**config.mk**
```make
export PLATFORM = sky130hd
export DESIGN_NAME = uart_echo_fifo
export DESIGN_NICKNAME = d
export VERILOG_FILES = /design/src/rtl/uart_echo_fifo.sv
export SDC_FILE = /design/constraint.sdc
export NUM_CORES = 1
export LEC_CHECK = 0
export ABC_AREA = 1
export BUFFER_PORTS_ARGS = -buffer_cell sky130_fd_sc_hd__clkbuf_2
export CAP_MARGIN = 15
export CORE_MARGIN = 1.5
export CORE_UTILIZATION = 55
export CTS_CLUSTER_SIZE = 25
export DETAILED_ROUTE_END_ITERATION = 16
export PLACE_DENSITY = 0.76
export REMOVE_ABC_BUFFERS = 1
export SKIP_CTS_REPAIR_TIMING = 1
export SYNTH_ARGS = -nofsm -noshare
export SYNTH_HDL_FRONTEND = slang
export SYNTH_SLANG_ARGS = --single-unit
```
**constraint.sdc**
```tcl
create_clock -name CLK_50MHZ -period 3.7 [get_ports CLK_50MHZ]
set_input_delay 0.74 -clock CLK_50MHZ [delete_from_list [all_inputs] [get_ports CLK_50MHZ]]
set_output_delay 0.74 -clock CLK_50MHZ [all_outputs]
set_load 0.01 [all_outputs]
```
**src/rtl/uart_echo_fifo.sv**
```systemverilog
// uart_echo_fifo
//   UART echo engine. Deserialises UART_RX, buffers the received bytes in a
//   FIFO and re-serialises them on UART_TX in acceptance order. Includes
//   a baud divider, start-bit glitch rejection, a transmit hold, sticky
//   error flags and an activity LED.
//
//   Optional feature macro: UART_ECHO_PARITY_EN
//     defined   : one even-parity bit follows the data bits on RX and TX;
//                 an RX parity mismatch sets FRAME_ERR and drops the byte.
//     undefined : frame = 1 start + DATA_BITS + 1 stop.
//
//   Parameters
//     CLK_HZ      input clock frequency in Hz
//     BAUD        line rate; DIV = (CLK_HZ + BAUD/2) / BAUD clocks per bit
//     DATA_BITS   data bits per frame (5..9), LSB first
//     FIFO_DEPTH  echo buffer entries (power of two, >= 2)
//
//   Ports
//     CLK_50MHZ   in   system clock, rising edge
//     RST_N       in   synchronous reset, active low
//     UART_RX     in   serial in, idle high, asynchronous to the clock
//     UART_TX     out  serial out, idle high, registered
//     TX_HOLD     in   1 = do not start a new TX frame
//     FIFO_LEVEL  out  entries currently buffered
//     FRAME_ERR   out  sticky: bad stop bit or parity
//     OVERFLOW    out  sticky: byte received while FIFO full
//     DBG_LED     out  registered activity indicator
module uart_echo_fifo #(
  parameter int CLK_HZ     = 50000000,
  parameter int BAUD       = 115200,
  parameter int DATA_BITS  = 8,
  parameter int FIFO_DEPTH = 16
) (
  input  logic                          CLK_50MHZ,
  input  logic                          RST_N,
  input  logic                          UART_RX,
  output logic                          UART_TX,
  input  logic                          TX_HOLD,
  output logic [$clog2(FIFO_DEPTH):0]   FIFO_LEVEL,
  output logic                          FRAME_ERR,
  output logic                          OVERFLOW,
  output logic                          DBG_LED
);

  localparam int DIV   = (CLK_HZ + BAUD / 2) / BAUD;
  localparam int CNT_W = $clog2(DIV);
  localparam int BIT_W = $clog2(DATA_BITS);
  localparam int PTR_W = $clog2(FIFO_DEPTH);

  localparam logic [CNT_W-1:0] DIV_M1   = CNT_W'(DIV - 1);
  localparam logic [CNT_W-1:0] HALF_M1  = CNT_W'(DIV / 2 - 1);
  localparam logic [CNT_W-1:0] CNT_ONE  = CNT_W'(1);
  localparam logic [BIT_W-1:0] LAST_BIT = BIT_W'(DATA_BITS - 1);
  localparam logic [BIT_W-1:0] BIT_ONE  = BIT_W'(1);
  localparam logic [PTR_W-1:0] PTR_ONE  = PTR_W'(1);
  localparam logic [PTR_W:0]   LVL_ONE  = (PTR_W + 1)'(1);
  localparam logic [PTR_W:0]   FULL_LVL = (PTR_W + 1)'(FIFO_DEPTH);

`ifdef UART_ECHO_PARITY_EN
  localparam bit PARITY_EN = 1'b1;
`else
  localparam bit PARITY_EN = 1'b0;
`endif

  typedef enum logic [2:0] {S_IDLE, S_START, S_DATA, S_PAR, S_STOP} state_t;

  function automatic logic even_parity(input logic [DATA_BITS-1:0] d);
    return ^d;
  endfunction

  // ---- RX synchroniser: two flops plus one for falling-edge detection
  logic rx_sync_p0, rx_sync_p1, rx_prev;

  always_ff @(posedge CLK_50MHZ) begin
    if (!RST_N) begin
      rx_sync_p0 <= 1'b1;
      rx_sync_p1 <= 1'b1;
      rx_prev    <= 1'b1;
    end else begin
      rx_sync_p0 <= UART_RX;
      rx_sync_p1 <= rx_sync_p0;
      rx_prev    <= rx_sync_p1;
    end
  end

  // ---- RX frame FSM
  state_t                 rx_state, rx_state_nxt;
  logic [CNT_W-1:0]       rx_cnt, rx_cnt_nxt;
  logic [BIT_W-1:0]       rx_bit, rx_bit_nxt;
  logic [DATA_BITS-1:0]   rx_shreg;
  logic                   rx_shift_en, rx_par_smp, rx_push, rx_err;
  logic                   rx_par_bad;
  logic                   push_p1;

  always_comb begin
    rx_state_nxt = rx_state;
    rx_cnt_nxt   = rx_cnt + CNT_ONE;
    rx_bit_nxt   = rx_bit;
    rx_shift_en  = 1'b0;
    rx_par_smp   = 1'b0;
    rx_push      = 1'b0;
    rx_err       = 1'b0;
    case (rx_state)
      S_IDLE: begin
        rx_cnt_nxt = '0;
        if (rx_prev && !rx_sync_p1) rx_state_nxt = S_START;
      end
      S_START: begin
        // Mid start bit: a line already back high was a glitch.
        if (rx_cnt == HALF_M1) begin
          rx_cnt_nxt = '0;
          rx_bit_nxt = '0;
          rx_state_nxt = rx_sync_p1 ? S_IDLE : S_DATA;
        end
      end
      S_DATA: begin
        if (rx_cnt == DIV_M1) begin
          rx_cnt_nxt  = '0;
          rx_shift_en = 1'b1;
          if (rx_bit == LAST_BIT) rx_state_nxt = PARITY_EN ? S_PAR : S_STOP;
          else                    rx_bit_nxt   = rx_bit + BIT_ONE;
        end
      end
      S_PAR: begin
        if (rx_cnt == DIV_M1) begin
          rx_cnt_nxt   = '0;
          rx_par_smp   = 1'b1;
          rx_state_nxt = S_STOP;
        end
      end
      S_STOP: begin
        if (rx_cnt == DIV_M1) begin
          rx_cnt_nxt   = '0;
          rx_state_nxt = S_IDLE;
          if (rx_sync_p1 && !rx_par_bad) rx_push = 1'b1;
          else                           rx_err  = 1'b1;
        end
      end
      default: rx_state_nxt = S_IDLE;
    endcase
  end

  always_ff @(posedge CLK_50MHZ) begin
    if (!RST_N) begin
      rx_state   <= S_IDLE;
      rx_cnt     <= '0;
      rx_bit     <= '0;
      rx_par_bad <= 1'b0;
      push_p1    <= 1'b0;
      FRAME_ERR  <= 1'b0;
    end else begin
      rx_state <= rx_state_nxt;
      rx_cnt   <= rx_cnt_nxt;
      rx_bit   <= rx_bit_nxt;
      push_p1  <= rx_push;
      if (rx_par_smp) rx_par_bad <= rx_sync_p1 ^ even_parity(rx_shreg);
      if (rx_err)     FRAME_ERR  <= 1'b1;
    end
  end

  always_ff @(posedge CLK_50MHZ) begin
    if (rx_shift_en) rx_shreg <= {rx_sync_p1, rx_shreg[DATA_BITS-1:1]};
  end

  // ---- FIFO: push lands one cycle after the stop sample
  logic [DATA_BITS-1:0] mem [FIFO_DEPTH];
  logic [PTR_W-1:0]     wr_ptr, rd_ptr;
  logic [PTR_W:0]       level;
  logic                 full, wr_en, tx_pop;

  assign full       = (level == FULL_LVL);
  // A full FIFO still accepts a byte when a pop frees a slot in the same cycle.
  assign wr_en      = push_p1 && (!full || tx_pop);
  assign FIFO_LEVEL = level;

  always_ff @(posedge CLK_50MHZ) begin
    if (!RST_N) begin
      wr_ptr   <= '0;
      rd_ptr   <= '0;
      level    <= '0;
      OVERFLOW <= 1'b0;
    end else begin
      if (wr_en)  wr_ptr <= wr_ptr + PTR_ONE;
      if (tx_pop) rd_ptr <= rd_ptr + PTR_ONE;
      case ({wr_en, tx_pop})
        2'b10:   level <= level + LVL_ONE;
        2'b01:   level <= level - LVL_ONE;
        default: level <= level;
      endcase
      if (push_p1 && full && !tx_pop) OVERFLOW <= 1'b1;
    end
  end

  always_ff @(posedge CLK_50MHZ) begin
    if (wr_en) mem[wr_ptr] <= rx_shreg;
  end

  // ---- TX frame FSM; the line register adds one cycle after the state
  state_t                 tx_state, tx_state_nxt;
  logic [CNT_W-1:0]       tx_cnt, tx_cnt_nxt;
  logic [BIT_W-1:0]       tx_bit, tx_bit_nxt;
  logic [DATA_BITS-1:0]   tx_shreg;
  logic                   tx_par, tx_shift_en, tx_line;

  always_comb begin
    tx_state_nxt = tx_state;
    tx_cnt_nxt   = tx_cnt + CNT_ONE;
    tx_bit_nxt   = tx_bit;
    tx_pop       = 1'b0;
    tx_shift_en  = 1'b0;
    tx_line      = 1'b1;
    case (tx_state)
      S_IDLE: begin
        tx_cnt_nxt = '0;
        if (level != '0 && !TX_HOLD) begin
          tx_pop       = 1'b1;
          tx_state_nxt = S_START;
        end
      end
      S_START: begin
        tx_line = 1'b0;
        if (tx_cnt == DIV_M1) begin
          tx_cnt_nxt   = '0;
          tx_bit_nxt   = '0;
          tx_state_nxt = S_DATA;
        end
      end
      S_DATA: begin
        tx_line = tx_shreg[0];
        if (tx_cnt == DIV_M1) begin
          tx_cnt_nxt  = '0;
          tx_shift_en = 1'b1;
          if (tx_bit == LAST_BIT) tx_state_nxt = PARITY_EN ? S_PAR : S_STOP;
          else                    tx_bit_nxt   = tx_bit + BIT_ONE;
        end
      end
      S_PAR: begin
        tx_line = tx_par;
        if (tx_cnt == DIV_M1) begin
          tx_cnt_nxt   = '0;
          tx_state_nxt = S_STOP;
        end
      end
      S_STOP: begin
        if (tx_cnt == DIV_M1) begin
          tx_cnt_nxt   = '0;
          tx_state_nxt = S_IDLE;
        end
      end
      default: tx_state_nxt = S_IDLE;
    endcase
  end

  always_ff @(posedge CLK_50MHZ) begin
    if (!RST_N) begin
      tx_state <= S_IDLE;
      tx_cnt   <= '0;
      tx_bit   <= '0;
      UART_TX  <= 1'b1;
      DBG_LED  <= 1'b0;
    end else begin
      tx_state <= tx_state_nxt;
      tx_cnt   <= tx_cnt_nxt;
      tx_bit   <= tx_bit_nxt;
      UART_TX  <= tx_line;
      DBG_LED  <= (rx_state != S_IDLE) || (tx_state != S_IDLE) || (level != '0);
    end
  end

  always_ff @(posedge CLK_50MHZ) begin
    if (tx_pop) begin
      tx_shreg <= mem[rd_ptr];
      tx_par   <= even_parity(mem[rd_ptr]);
    end else if (tx_shift_en) begin
      tx_shreg <= tx_shreg >> 1;
    end
  end

endmodule
```
==> results_tabular.tex, run 1 <==
\begin{tabular}{lr}
\hline
Metric & Value \\
\hline
\multicolumn{2}{l}{\textbf{Timing}} \\
\quad \# setup viols final & 0 \\
\quad Aggregate negative setup slack & 0 ns \\
\quad Period minus WS final & 2.50 ns \\
\quad Final Slew Violations & 0 \\
\quad Worst slew pin tran & 0.906 ns \\
\quad Maximum achievable frequency & $\sim$400 MHz \\
\quad Unrepaired setup endpoints after global routing & false \\
\quad Number of endpoints with negative hold slack in the final report & 0 \\
\quad Fin worst setup slack & 1.20 ns \\
\quad Worst slew slack as a fraction of its limit & 0.396 \\
\quad Period Utilization, post-route & 0.677 \\
\quad Post-Route Skew & 0.0123 ns \\
\multicolumn{2}{l}{\textbf{Worst setup path}} \\
\quad Worst reg2reg endpoint & mem[14][1] \\
\quad Count of buffer and inverter cells on the critical path & 1 \\
\quad Startpoint-to-endpoint class of the critical path & flop to flop \\
\quad Worst reg2reg path depth & 8 \\
\quad Series of cell instances along the critical path & nor2\_2 > nand3\_2 > nand3\_4 > nand4\_1 > nand2\_2 > inv\_2 > nand2\_1 > nor2\_1 \\
\quad Arrival time at the worst endpoint & roughly 2.6 ns \\
\quad Register-to-Register Setup Slack & 1.20 ns \\
\quad Element type at the critical path start & flop \\
\quad Req. time, crit path & 3.81 ns \\
\quad Worst R2R Start & FIFO\_LEVEL[0] \\
\quad Crit-path max cell delay & around 0.59 ns \\
\quad Endpoint type of the worst setup path & flop \\
\quad Crit path max-delay family & simple AND/OR/NAND/NOR gates \\
\quad Worst-path cell with the longest stage delay & nor2\_1 \\
\quad Highest net fanout along the worst path & 26 \\
\multicolumn{2}{l}{\textbf{CTS}} \\
\quad Clock tree from TritonCTS & yes \\
\quad Root buffer selected by CTS & clkbuf\_16 \\
\quad CTS Buf Count & 21 \\
\quad Insertion delay to the later sink of the worst-skew pair & 0.49 ns \\
\quad Clock edge transition at the registers on the reported setup and hold paths & 0.06 ns \\
\quad Number of clock sinks & 201 \\
\quad Maximum clock insertion buffer count & 3 \\
\quad Count of H-tree levels built during CTS & 1 \\
\multicolumn{2}{l}{\textbf{Final layout}} \\
\quad Commonest non-fill, non-tap cell in the layout & nand2\_1 \\
\quad Net count reported at finish & slightly above 900 \\
\quad Antenna fix cells & 0 \\
\quad Commonest cells after routing, fill and taps aside & 168 x nand2\_1, 145 x edfxtp\_1, 126 x nor2\_1, 79 x inv\_1, 70 x nand3\_1 \\
\quad Fraction of layout instances using a drive strength above 1 & 0.0876 \\
\quad Layout overhead on the synthesized area & 9.39\% \\
\quad Fill cell count & 1300 \\
\multicolumn{2}{l}{\textbf{Floorplanning}} \\
\quad Die height & roughly 130 um \\
\quad Area enclosed by the die boundary & 16800 um2 \\
\quad Count of pins on the block boundary & 13 \\
\quad Cell Rows & 46 \\
\quad Core Box Area & between 15000 and 20000 um2 \\
\quad Starting density of the core & 0.560 \\
\quad Chip width & approximately 130 um \\
\multicolumn{2}{l}{\textbf{Routing}} \\
\quad Wire length per cell after detailed routing & 15.7 um \\
\quad Routed wire length on met2 & 8170 um \\
\quad DRC viols & 0 \\
\quad DRC violation total after the first TritonRoute iteration & 436 \\
\quad Antenna violation net count after detailed routing & 0 \\
\quad Via/cell ratio & $\sim$5.3 \\
\quad Number of search-and-repair iterations in the first detailed-routing pass & 5 \\
\quad Via count & 5940 \\
\quad Top routing layer used & met4 \\
\quad Detailed Route WL & $\sim$18000 um \\
\quad Routed wire length on met3 & roughly 900 um \\
\quad Total routed wire length on the met1 layer & 7870 um \\
\multicolumn{2}{l}{\textbf{Yosys}} \\
\quad Largest family of logic cells by synthesized area & simple AND/OR/NAND/NOR gates \\
\quad Distinct cell type count of the synthesized netlist & 38 \\
\quad Average cell area after synthesis & 10.1 um2 \\
\quad Total number of yosys warnings & 0 \\
\quad Synth Area in Adders & 0.0227 \\
\quad Compound-gate portion of the synthesized area & 0.0708 \\
\quad Multiplexer share of the synthesized area & 0 \\
\quad Yosys reg bits & 201 \\
\quad Post-Synth XOR/XNOR Area & 0.0188 \\
\quad Cell area after technology mapping & 8830 um2 \\
\quad Part of the Yosys area used for sequential elements & 0.620 \\
\quad Synth Instances & 877 \\
\quad Synth Area in Simple Gates & 0.208 \\
\multicolumn{2}{l}{\textbf{Power and ir drop}} \\
\quad Worst supply voltage drop on vdd & 459 uV \\
\quad Leakage component of the power & roughly 3.6 nW \\
\quad Total power of the final layout & 0.00589 W \\
\quad Power per Cell Area & between 600 and 700 nW/um2 \\
\multicolumn{2}{l}{\textbf{GRT}} \\
\quad Largest net degree at the start of global routing & 64 \\
\quad Via count of the first global-routing pass & $\sim$5700 \\
\quad Number of antenna violations at the first check in global routing & 0 \\
\quad Global Route Usage Sum & 0.217 \\
\quad Total gr overflow & 0 \\
\quad First-pass GRT wire length & roughly 28000 um \\
\multicolumn{2}{l}{\textbf{Min path}} \\
\quad Startpoint of the worst hold path & rx\_sync\_p0 \\
\quad Class of the worst hold path & flop to flop \\
\quad Hold-critical path endpoint & rx\_sync\_p1 \\
\quad Cell count of the worst hold path & 1 \\
\multicolumn{2}{l}{\textbf{Outcome}} \\
\quad Run status & completed \\
\multicolumn{2}{l}{\textbf{Placement}} \\
\quad Quantity of I/O buffers inserted on ports & 12 \\
\quad HPWL Detailed & 11200 um \\
\quad Worst setup slack after placement & 0.854 ns \\
\quad Placer congestion estimate & 0.863 \\
\multicolumn{2}{l}{\textbf{Run}} \\
\quad MaxCap Viol Count & 0 \\
\hline
\end{tabular}
==> routing by layer <==
layer,vias up,GRT usage
met5,-,0
met4,0,0.0850
met3,38,0.0332
met2,159,0.356
met1,2757,0.295
li1,2986,-
==> synthesized netlist by cell type (all sizes together) <==
| library cell | instances | area [um2] |
|---|---|---|
| a21oi | 29 | 145 |
| nand3b | 2 | 15.0 |
| o21ai | 60 | 308 |
| nand3 | 72 | 378 |
| nor3b | 3 | 22.5 |
| edfxtp | 145 | 4350 |
| a211oi | 1 | 7.51 |
| xor2 | 11 | 96.3 |
| or2 | 5 | 31.3 |
| nor3 | 9 | 45.0 |
| xnor2 | 8 | 70.1 |
| buf | 21 | 176 |
| a31oi | 4 | 25.0 |
| clkbuf | 7 | 28.8 |
| o21bai | 1 | 7.51 |
| inv | 87 | 327 |
| nand4 | 13 | 96.3 |
| dfxtp | 56 | 1120 |
| ha | 16 | 200 |
| nand2 | 175 | 689 |
| nor4 | 1 | 21.3 |
| o211ai | 17 | 133 |
| nor2 | 134 | 537 |
==> layout make-up <==
class	count	area [um2]	area share
flip-flops and latches	201	5480	0.567
multi-input cells	561	2830	0.293
clock buffers	33	591	0.0611
inverters	87	327	0.0338
well taps	216	270	0.0280
repair buffers	16	103	0.0106
clock inverters	4	70.1	0.00725
==> registers in the layout, indices dropped and copies added (netlist names), 4 cells and up, named ones only <==
name	flops
wr_ptr	4
rd_ptr	4
tx_shreg	8
mem	128
FIFO_LEVEL	5
rx_cnt	9
tx_cnt	9
rx_shreg	8
==> report_power, final <==
part           internal [W]  switching (W)  total (W)
clock network       0.00123       0.000780    0.00201
logic              0.000405       0.000865    0.00127
registers           0.00252      0.0000873    0.00261
==> kinds of logic after synthesis <==
family | after synthesis
and+or+nand+nor | 414
DFF | 201
buffers and inverters | 115
AOI/OAI and AO/OA | 112
xor gates and xnor gates | 19
adders and majority gates | 16
==> worst max path at each step <==
stage	start	cells after the start	end
after global routing	FIFO_LEVEL[0]	8	mem[14][1]
after floorplan	flop	13	tx_par
after global placement	TX_HOLD	8	mem[10][6]
after detailed placement	TX_HOLD	8	mem[10][3]
after CTS	FIFO_LEVEL[0]	8	mem[10][2]
final	FIFO_LEVEL[0]	8	mem[14][1]
==> stage by stage <==
step                      std cells  hold WS [ns]  area (um2)  utilization
final                          1118         0.409        9660        0.613
after detailed placement       1081         0.399        9000        0.571
after global placement         1081         0.395        9000        0.571
after CTS                      1118         0.413        9660        0.613
after global routing           1118         0.422        9660        0.613
after floorplan                 849         0.393        8630            -
Note: power is estimated with default switching activity, not from simulation.
==> run 2: changes to the inputs <==
- PLACE_DENSITY: 0.76 -> 0.79
- clock period: 3.7 -> 2.3 ns (I/O delays scaled with it)
==> run 2 against run 1 <==
  * Total power rose by 60%
  * Clock skew fell by 0.0018 ns
  * Combinational power rose by 67%
  * Maximum frequency rose by 21%
  * Setup slack got worse by 0.96 ns
  * First-iteration DRC count rose by 42%
  * Sequential cell count did not move
  * Wire length rose by 7.2%
  * Sequential power rose by 61%
  * Clock-buffer cell count fell by 5
  * Largest power group unchanged
==> results_tabular.tex, run 2 (synthesis results as in run 1) <==
\begin{tabular}{lr}
\hline
Metric & Value \\
\hline
\multicolumn{2}{l}{\textbf{Outcome}} \\
\quad Run status & completed \\
\multicolumn{2}{l}{\textbf{CTS}} \\
\quad Number of clock sinks & 201 \\
\quad Count of H-tree levels built during CTS & 1 \\
\quad Clock tree from TritonCTS & yes \\
\quad Insertion delay to the later sink of the worst-skew pair & 0.49 ns \\
\quad Maximum clock insertion buffer count & 3 \\
\quad Root buffer selected by CTS & clkbuf\_16 \\
\quad CTS Buf Count & 21 \\
\quad Clock edge transition at the registers on the reported setup and hold paths & 0.06 ns \\
\multicolumn{2}{l}{\textbf{Floorplanning}} \\
\quad Chip width & 130 um \\
\quad Die height & 130 um \\
\quad Area enclosed by the die boundary & 16800 um2 \\
\quad Cell Rows & 46 \\
\quad Count of pins on the block boundary & 13 \\
\quad Core Box Area & 15800 um2 \\
\quad Starting density of the core & 0.560 \\
\multicolumn{2}{l}{\textbf{Final layout}} \\
\quad Core Util, Final & 0.628 \\
\quad Net count reported at finish & roughly 940 \\
\quad Layout overhead on the synthesized area & 12.1\% \\
\quad Largest reg by FF count & mem \\
\quad Commonest cells after routing, fill and taps aside & 168 x nand2\_1, 145 x edfxtp\_1, 126 x nor2\_1, 79 x inv\_1, 70 x nand3\_1 \\
\quad Antenna fix cells & 0 \\
\quad Fraction of layout instances using a drive strength above 1 & 0.123 \\
\quad Flip-flop count of the largest register, all copies and words added & approximately 130 \\
\quad Commonest non-fill, non-tap cell in the layout & nand2\_1 \\
\quad Largest registers ranked by flip-flop count & mem: 128 flops, rx\_cnt: 9 flops, tx\_cnt: 9 flops \\
\multicolumn{2}{l}{\textbf{Run}} \\
\quad MaxCap Viol Count & 0 \\
\multicolumn{2}{l}{\textbf{Timing}} \\
\quad \# setup viols final & 0 \\
\quad Worst hold slack & 0.169 ns \\
\quad Period minus WS final & around 2.1 ns \\
\quad Maximum achievable frequency & 484 MHz \\
\quad Unrepaired setup endpoints after global routing & false \\
\quad Number of endpoints with negative hold slack in the final report & 0 \\
\quad Worst slew pin tran & 0.555 ns \\
\quad Worst slew slack as a fraction of its limit & 0.629 \\
\quad Post-Route Skew & 0.0104 ns \\
\quad Final Slew Violations & 0 \\
\quad Period Utilization, post-route & 0.898 \\
\multicolumn{2}{l}{\textbf{Worst setup path}} \\
\quad Arrival time at the worst endpoint & approximately 2.3 ns \\
\quad Req. time, crit path & $\sim$2.6 ns \\
\quad Highest net fanout along the worst path & 22 \\
\quad Element type at the critical path start & flop \\
\quad Startpoint-to-endpoint class of the critical path & flop to flop \\
\quad Endpoint type of the worst setup path & flop \\
\multicolumn{2}{l}{\textbf{Power and ir drop}} \\
\quad Worst supply voltage drop on vdd & between 600 and 700 uV \\
\quad Power per Cell Area & 949 nW/um2 \\
\quad Total power of the final layout & roughly 0.0094 W \\
\quad Leakage component of the power & 3.79 nW \\
\multicolumn{2}{l}{\textbf{Routing}} \\
\quad DRC violation total after the first TritonRoute iteration & 619 \\
\quad Wire length per cell after detailed routing & around 16 um \\
\quad Number of search-and-repair iterations in the first detailed-routing pass & 5 \\
\quad Via count & a little over 6000 \\
\quad DRC viols & 0 \\
\quad Detailed Route WL & 18800 um \\
\quad Via/cell ratio & around 5.4 \\
\quad Antenna violation net count after detailed routing & 0 \\
\multicolumn{2}{l}{\textbf{GRT}} \\
\quad Total gr overflow & 0 \\
\quad Number of antenna violations at the first check in global routing & 0 \\
\quad Largest net degree at the start of global routing & 43 \\
\quad First-pass GRT wire length & 30100 um \\
\quad Via count of the first global-routing pass & 5973 \\
\quad Global Route Usage Sum & 0.233 \\
\multicolumn{2}{l}{\textbf{Placement}} \\
\quad Quantity of I/O buffers inserted on ports & 12 \\
\quad HPWL Detailed & about 12000 um \\
\quad Placer congestion estimate & 0.896 \\
\multicolumn{2}{l}{\textbf{Min path}} \\
\quad Class of the worst hold path & input pin to flop \\
\hline
\end{tabular}
==> run 2: changes by cell type in the layout (fill, tap and decap cells not counted) <==
cell	delta
clkbuf_2	+1
clkinv_1	+4
buf_6	+1
clkbuf_16	+1
bufinv_16	-2
clkinv_2	+3
clkbuf_1	-6
buf_4	+32
clkbuf_8	-1
buf_12	+1
==> run 2: report_power, final <==
part	leakage, nW	total, W	internal, W	switching (W)
clock network	0.313	0.00309	0.00178	0.00131
registers	1.76	0.00419	0.00405	0.000137
logic	1.71	0.00212	0.000706	0.00142
==> run 2: area by class of cell <==
class                   count  area (um2)
clock buffers              28         584
clock inverters             9        40.0
multi-input cells         561        2830
repair buffers             50         374
flip-flops and latches    201        5480
inverters                  87         327
fillers                  1249        5870
well taps                 216         270
==> run 2: through the flow <==
step / TNS, ns / setup WS [ns] / cells / area (um2)
global placement: 0 / 0.345 / 1115 / 9270
global route: 0 / 0.0387 / 1152 / 9900
CTS: 0 / 0.160 / 1152 / 9900
floorplan: -7.96 / -1.07 / 849 / 8630
finish: 0 / 0.235 / 1152 / 9900
detailed placement: 0 / 0.290 / 1115 / 9270
==> run 2: worst paths after layout <==
kind	from	endpoint	slack (ns)	cells after the start
worst min-delay path	UART_RX	rx_sync_p0	0.17	2
worst max register to register	flop	tx_par	0.24	15
worst max-delay path	flop	tx_par	0.24	15
worst min register to register	rx_sync_p0	rx_sync_p1	0.42	1
==> run 2: layer usage <==
layer | up-vias | part of all wire | global-route usage | wire length [um]
met5 | - | 0 | 0 | 0
met4 | 0 | 0.029 | 0.0876 | 551
met3 | 47 | 0.066 | 0.0316 | 1240
met2 | 201 | 0.49 | 0.392 | 9160
met1 | 2914 | 0.42 | 0.312 | 7830
li1 | 3056 | - | - | -
==> run 2: critical path, cell delays in order, from the launching register on <==
cell     delay (ns)
dfxtp_2        0.39
inv_2          0.08
buf_6          0.20
nor2_1         0.07
nor2_1         0.11
o21ai_0        0.14
nand3_1        0.14
nand3_1        0.14
nand2_1        0.13
inv_1          0.08
nand2_1        0.06
nand2_1        0.07
nand2_1        0.06
nand2_1        0.05
nand2_1        0.05
nand2_1        0.05
==> run 3: changes to the inputs <==
--- a/config.mk
+++ b/config.mk
@@ -11,6 +11,6 @@
 export CORE_MARGIN = 1.5
-export CORE_UTILIZATION = 55
+export CORE_UTILIZATION = 57
 export CTS_CLUSTER_SIZE = 25
 export DETAILED_ROUTE_END_ITERATION = 16
-export PLACE_DENSITY = 0.79
+export PLACE_DENSITY = 0.81
 export REMOVE_ABC_BUFFERS = 1
--- a/constraint.sdc
+++ b/constraint.sdc
@@ -3,2 +3,2 @@
 set_output_delay 0.46 -clock CLK_50MHZ [all_outputs]
-set_load 0.01 [all_outputs]
+set_load 0.02 [all_outputs]
==> run 3 against run 2 <==
  * Via count up 1.8%
  * Clock-buffer cell count increased by 5
  * Register-to-register slack improved by 0.07 ns
  * Sequential share of layout area is 0.12 points higher
  * Wire length increased by 0.26%
  * Final cell count is 2.7% lower
  * Clock power hardly changed
  * Design area shrank 0.21%
  * Critical path type unchanged
  * Largest cell class unchanged
==> results_tabular.tex, run 3 (synthesis results as in run 1) <==
\begin{tabular}{lr}
\hline
Metric & Value \\
\hline
\multicolumn{2}{l}{\textbf{Outcome}} \\
\quad Run status & completed \\
\multicolumn{2}{l}{\textbf{Routing}} \\
\quad Antenna violation net count after detailed routing & 0 \\
\quad DRC viols & 0 \\
\quad Detailed Route WL & 18800 um \\
\quad Via/cell ratio & 5.65 \\
\quad Number of search-and-repair iterations in the first detailed-routing pass & 5 \\
\quad Wire length per cell after detailed routing & approximately 17 um \\
\quad DRC violation total after the first TritonRoute iteration & 682 \\
\quad Via count & about 6300 \\
\multicolumn{2}{l}{\textbf{Power and ir drop}} \\
\quad Leakage component of the power & 3.79 nW \\
\quad Worst supply voltage drop on vdd & $\sim$940 uV \\
\quad Power per Cell Area & 957 nW/um2 \\
\multicolumn{2}{l}{\textbf{GRT}} \\
\quad Global Route Usage Sum & 0.239 \\
\quad Largest net degree at the start of global routing & 60 \\
\quad First-pass GRT wire length & 30400 um \\
\quad Via count of the first global-routing pass & between 6000 and 7000 \\
\quad Number of antenna violations at the first check in global routing & 0 \\
\quad Total gr overflow & 0 \\
\multicolumn{2}{l}{\textbf{Worst setup path}} \\
\quad Arrival time at the worst endpoint & 2.23 ns \\
\quad Endpoint type of the worst setup path & flop \\
\quad Series of cell instances along the critical path & buf\_12 > nor2\_1 > nor2\_1 > o21ai\_1 > nand3\_1 > nand3\_1 > nand2\_1 > nand2\_1 > inv\_2 > nor2\_2 > nand2\_1 > nand2\_1 > nand2\_1 > nand2\_1 \\
\quad Startpoint-to-endpoint class of the critical path & flop to flop \\
\quad Crit-path max cell delay & 0.37 ns \\
\quad Count of buffer and inverter cells on the critical path & 2 \\
\quad Element type at the critical path start & flop \\
\quad Crit path max-delay family & simple AND/OR/NAND/NOR gates \\
\quad Req. time, crit path & 2.54 ns \\
\quad Cell with the most instances on the worst path & nand2\_1 \\
\quad Highest net fanout along the worst path & between 50 and 60 \\
\quad Worst-path cell with the longest stage delay & dfxtp\_2 \\
\multicolumn{2}{l}{\textbf{Final layout}} \\
\quad Total area of multi-input combinational cells & between 2000 and 3000 um2 \\
\quad Largest reg by FF count & mem \\
\quad Commonest cells after routing, fill and taps aside & 168 x nand2\_1, 145 x edfxtp\_1, 126 x nor2\_1, 79 x inv\_1, 70 x nand3\_1 \\
\quad Layout overhead on the synthesized area & 11.8\% \\
\quad Net count reported at finish & 939 \\
\quad Largest registers ranked by flip-flop count & mem: 128 flops, rx\_cnt: 9 flops, tx\_cnt: 9 flops \\
\quad Sequential standard cell area & 5480 um2 \\
\quad Fraction of layout instances using a drive strength above 1 & 0.120 \\
\quad Antenna fix cells & 0 \\
\quad Commonest non-fill, non-tap cell in the layout & nand2\_1 \\
\quad Fill cell count & 1097 \\
\quad Flip-flop count of the largest register, all copies and words added & $\sim$130 \\
\quad Core Util, Final & 0.652 \\
\multicolumn{2}{l}{\textbf{Floorplanning}} \\
\quad Cell Rows & 45 \\
\quad Area enclosed by the die boundary & between 15000 and 20000 um2 \\
\quad Die height & 127 um \\
\quad Core Box Area & between 15000 and 20000 um2 \\
\quad Chip width & 127 um \\
\quad Count of pins on the block boundary & 13 \\
\quad Starting density of the core & 0.583 \\
\multicolumn{2}{l}{\textbf{CTS}} \\
\quad Insertion delay to the later sink of the worst-skew pair & around 0.5 ns \\
\quad Clock tree from TritonCTS & yes \\
\quad Count of H-tree levels built during CTS & 1 \\
\quad Number of clock sinks & $\sim$200 \\
\quad Clock edge transition at the registers on the reported setup and hold paths & 0.06 ns \\
\quad Root buffer selected by CTS & clkbuf\_16 \\
\quad CTS Buf Count & 20 \\
\quad Maximum clock insertion buffer count & 3 \\
\multicolumn{2}{l}{\textbf{Placement}} \\
\quad HPWL Detailed & 11900 um \\
\quad Placer congestion estimate & between 0.8 and 0.9 \\
\quad Quantity of I/O buffers inserted on ports & 12 \\
\multicolumn{2}{l}{\textbf{Timing}} \\
\quad Aggregate negative setup slack & 0 ns \\
\quad Period Utilization, post-route & 0.867 \\
\quad \# setup viols final & 0 \\
\quad Worst slew pin tran & 0.662 ns \\
\quad Number of endpoints with negative hold slack in the final report & 0 \\
\quad Period minus WS final & 1.99 ns \\
\quad Unrepaired setup endpoints after global routing & false \\
\quad Worst slew slack as a fraction of its limit & 0.558 \\
\quad Final Slew Violations & 0 \\
\quad Post-Route Skew & 0.00946 ns \\
\quad Maximum achievable frequency & around 500 MHz \\
\multicolumn{2}{l}{\textbf{Min path}} \\
\quad Startpoint of the worst hold path & UART\_RX \\
\quad Class of the worst hold path & input pin to flop \\
\multicolumn{2}{l}{\textbf{Run}} \\
\quad MaxCap Viol Count & 0 \\
\hline
\end{tabular}
## run 3: final timing paths
path | endpoint | depth (start not counted) | slack, ns
max reg2reg | tx_par | 14 | 0.31
min reg2reg | rx_sync_p1 | 1 | 0.42
max | tx_par | 14 | 0.31
min | rx_sync_p0 | 2 | 0.16
## run 3: where the power goes
group          internal (W)  switching (W)
clock               0.00179        0.00129
combinational      0.000731        0.00147
sequential          0.00405       0.000120
## run 3: metrics by stage
step / cell area (um2) / hold slack, ns / power, W / setup WS [ns] / std cells
2_1_floorplan: 8630 / 0.393 / 0.00580 / -1.07 / 849
3_3_place_gp: 9260 / 0.398 / 0.00636 / 0.345 / 1085
3_5_place_dp: 9260 / 0.410 / 0.00641 / 0.327 / 1085
4_1_cts: 9880 / 0.156 / 0.00948 / 0.347 / 1121
5_1_grt: 9880 / 0.157 / 0.00994 / 0.120 / 1121
6_report: 9880 / 0.162 / 0.00945 / 0.306 / 1121
## run 3: per-layer routing
layer	up-vias	share of wire	GRT usage
li1	3040	-	-
met1	2982	0.40	0.318
met2	258	0.48	0.400
met3	49	0.081	0.0348
met4	0	0.033	0.0916
met5	-	0	0
## run 3: layout make-up
cell class	instances	area share
flip-flops and latches	201	0.554
repair buffers	48	0.0398
well taps	188	0.0238
inverters	87	0.0331
clock inverters	3	0.00152
clock buffers	33	0.0612
multi-input cells	561	0.286
## run 3: worst reg2reg max path, cell delays in order, from the launching register on
cell and delay, ns:
dfxtp_2 0.37, buf_12 0.26, nor2_1 0.11, nor2_1 0.09, o21ai_1 0.10, nand3_1 0.12
nand3_1 0.11, nand2_1 0.15, nand2_1 0.11, inv_2 0.06, nor2_2 0.03, nand2_1 0.06
nand2_1 0.06, nand2_1 0.05, nand2_1 0.05
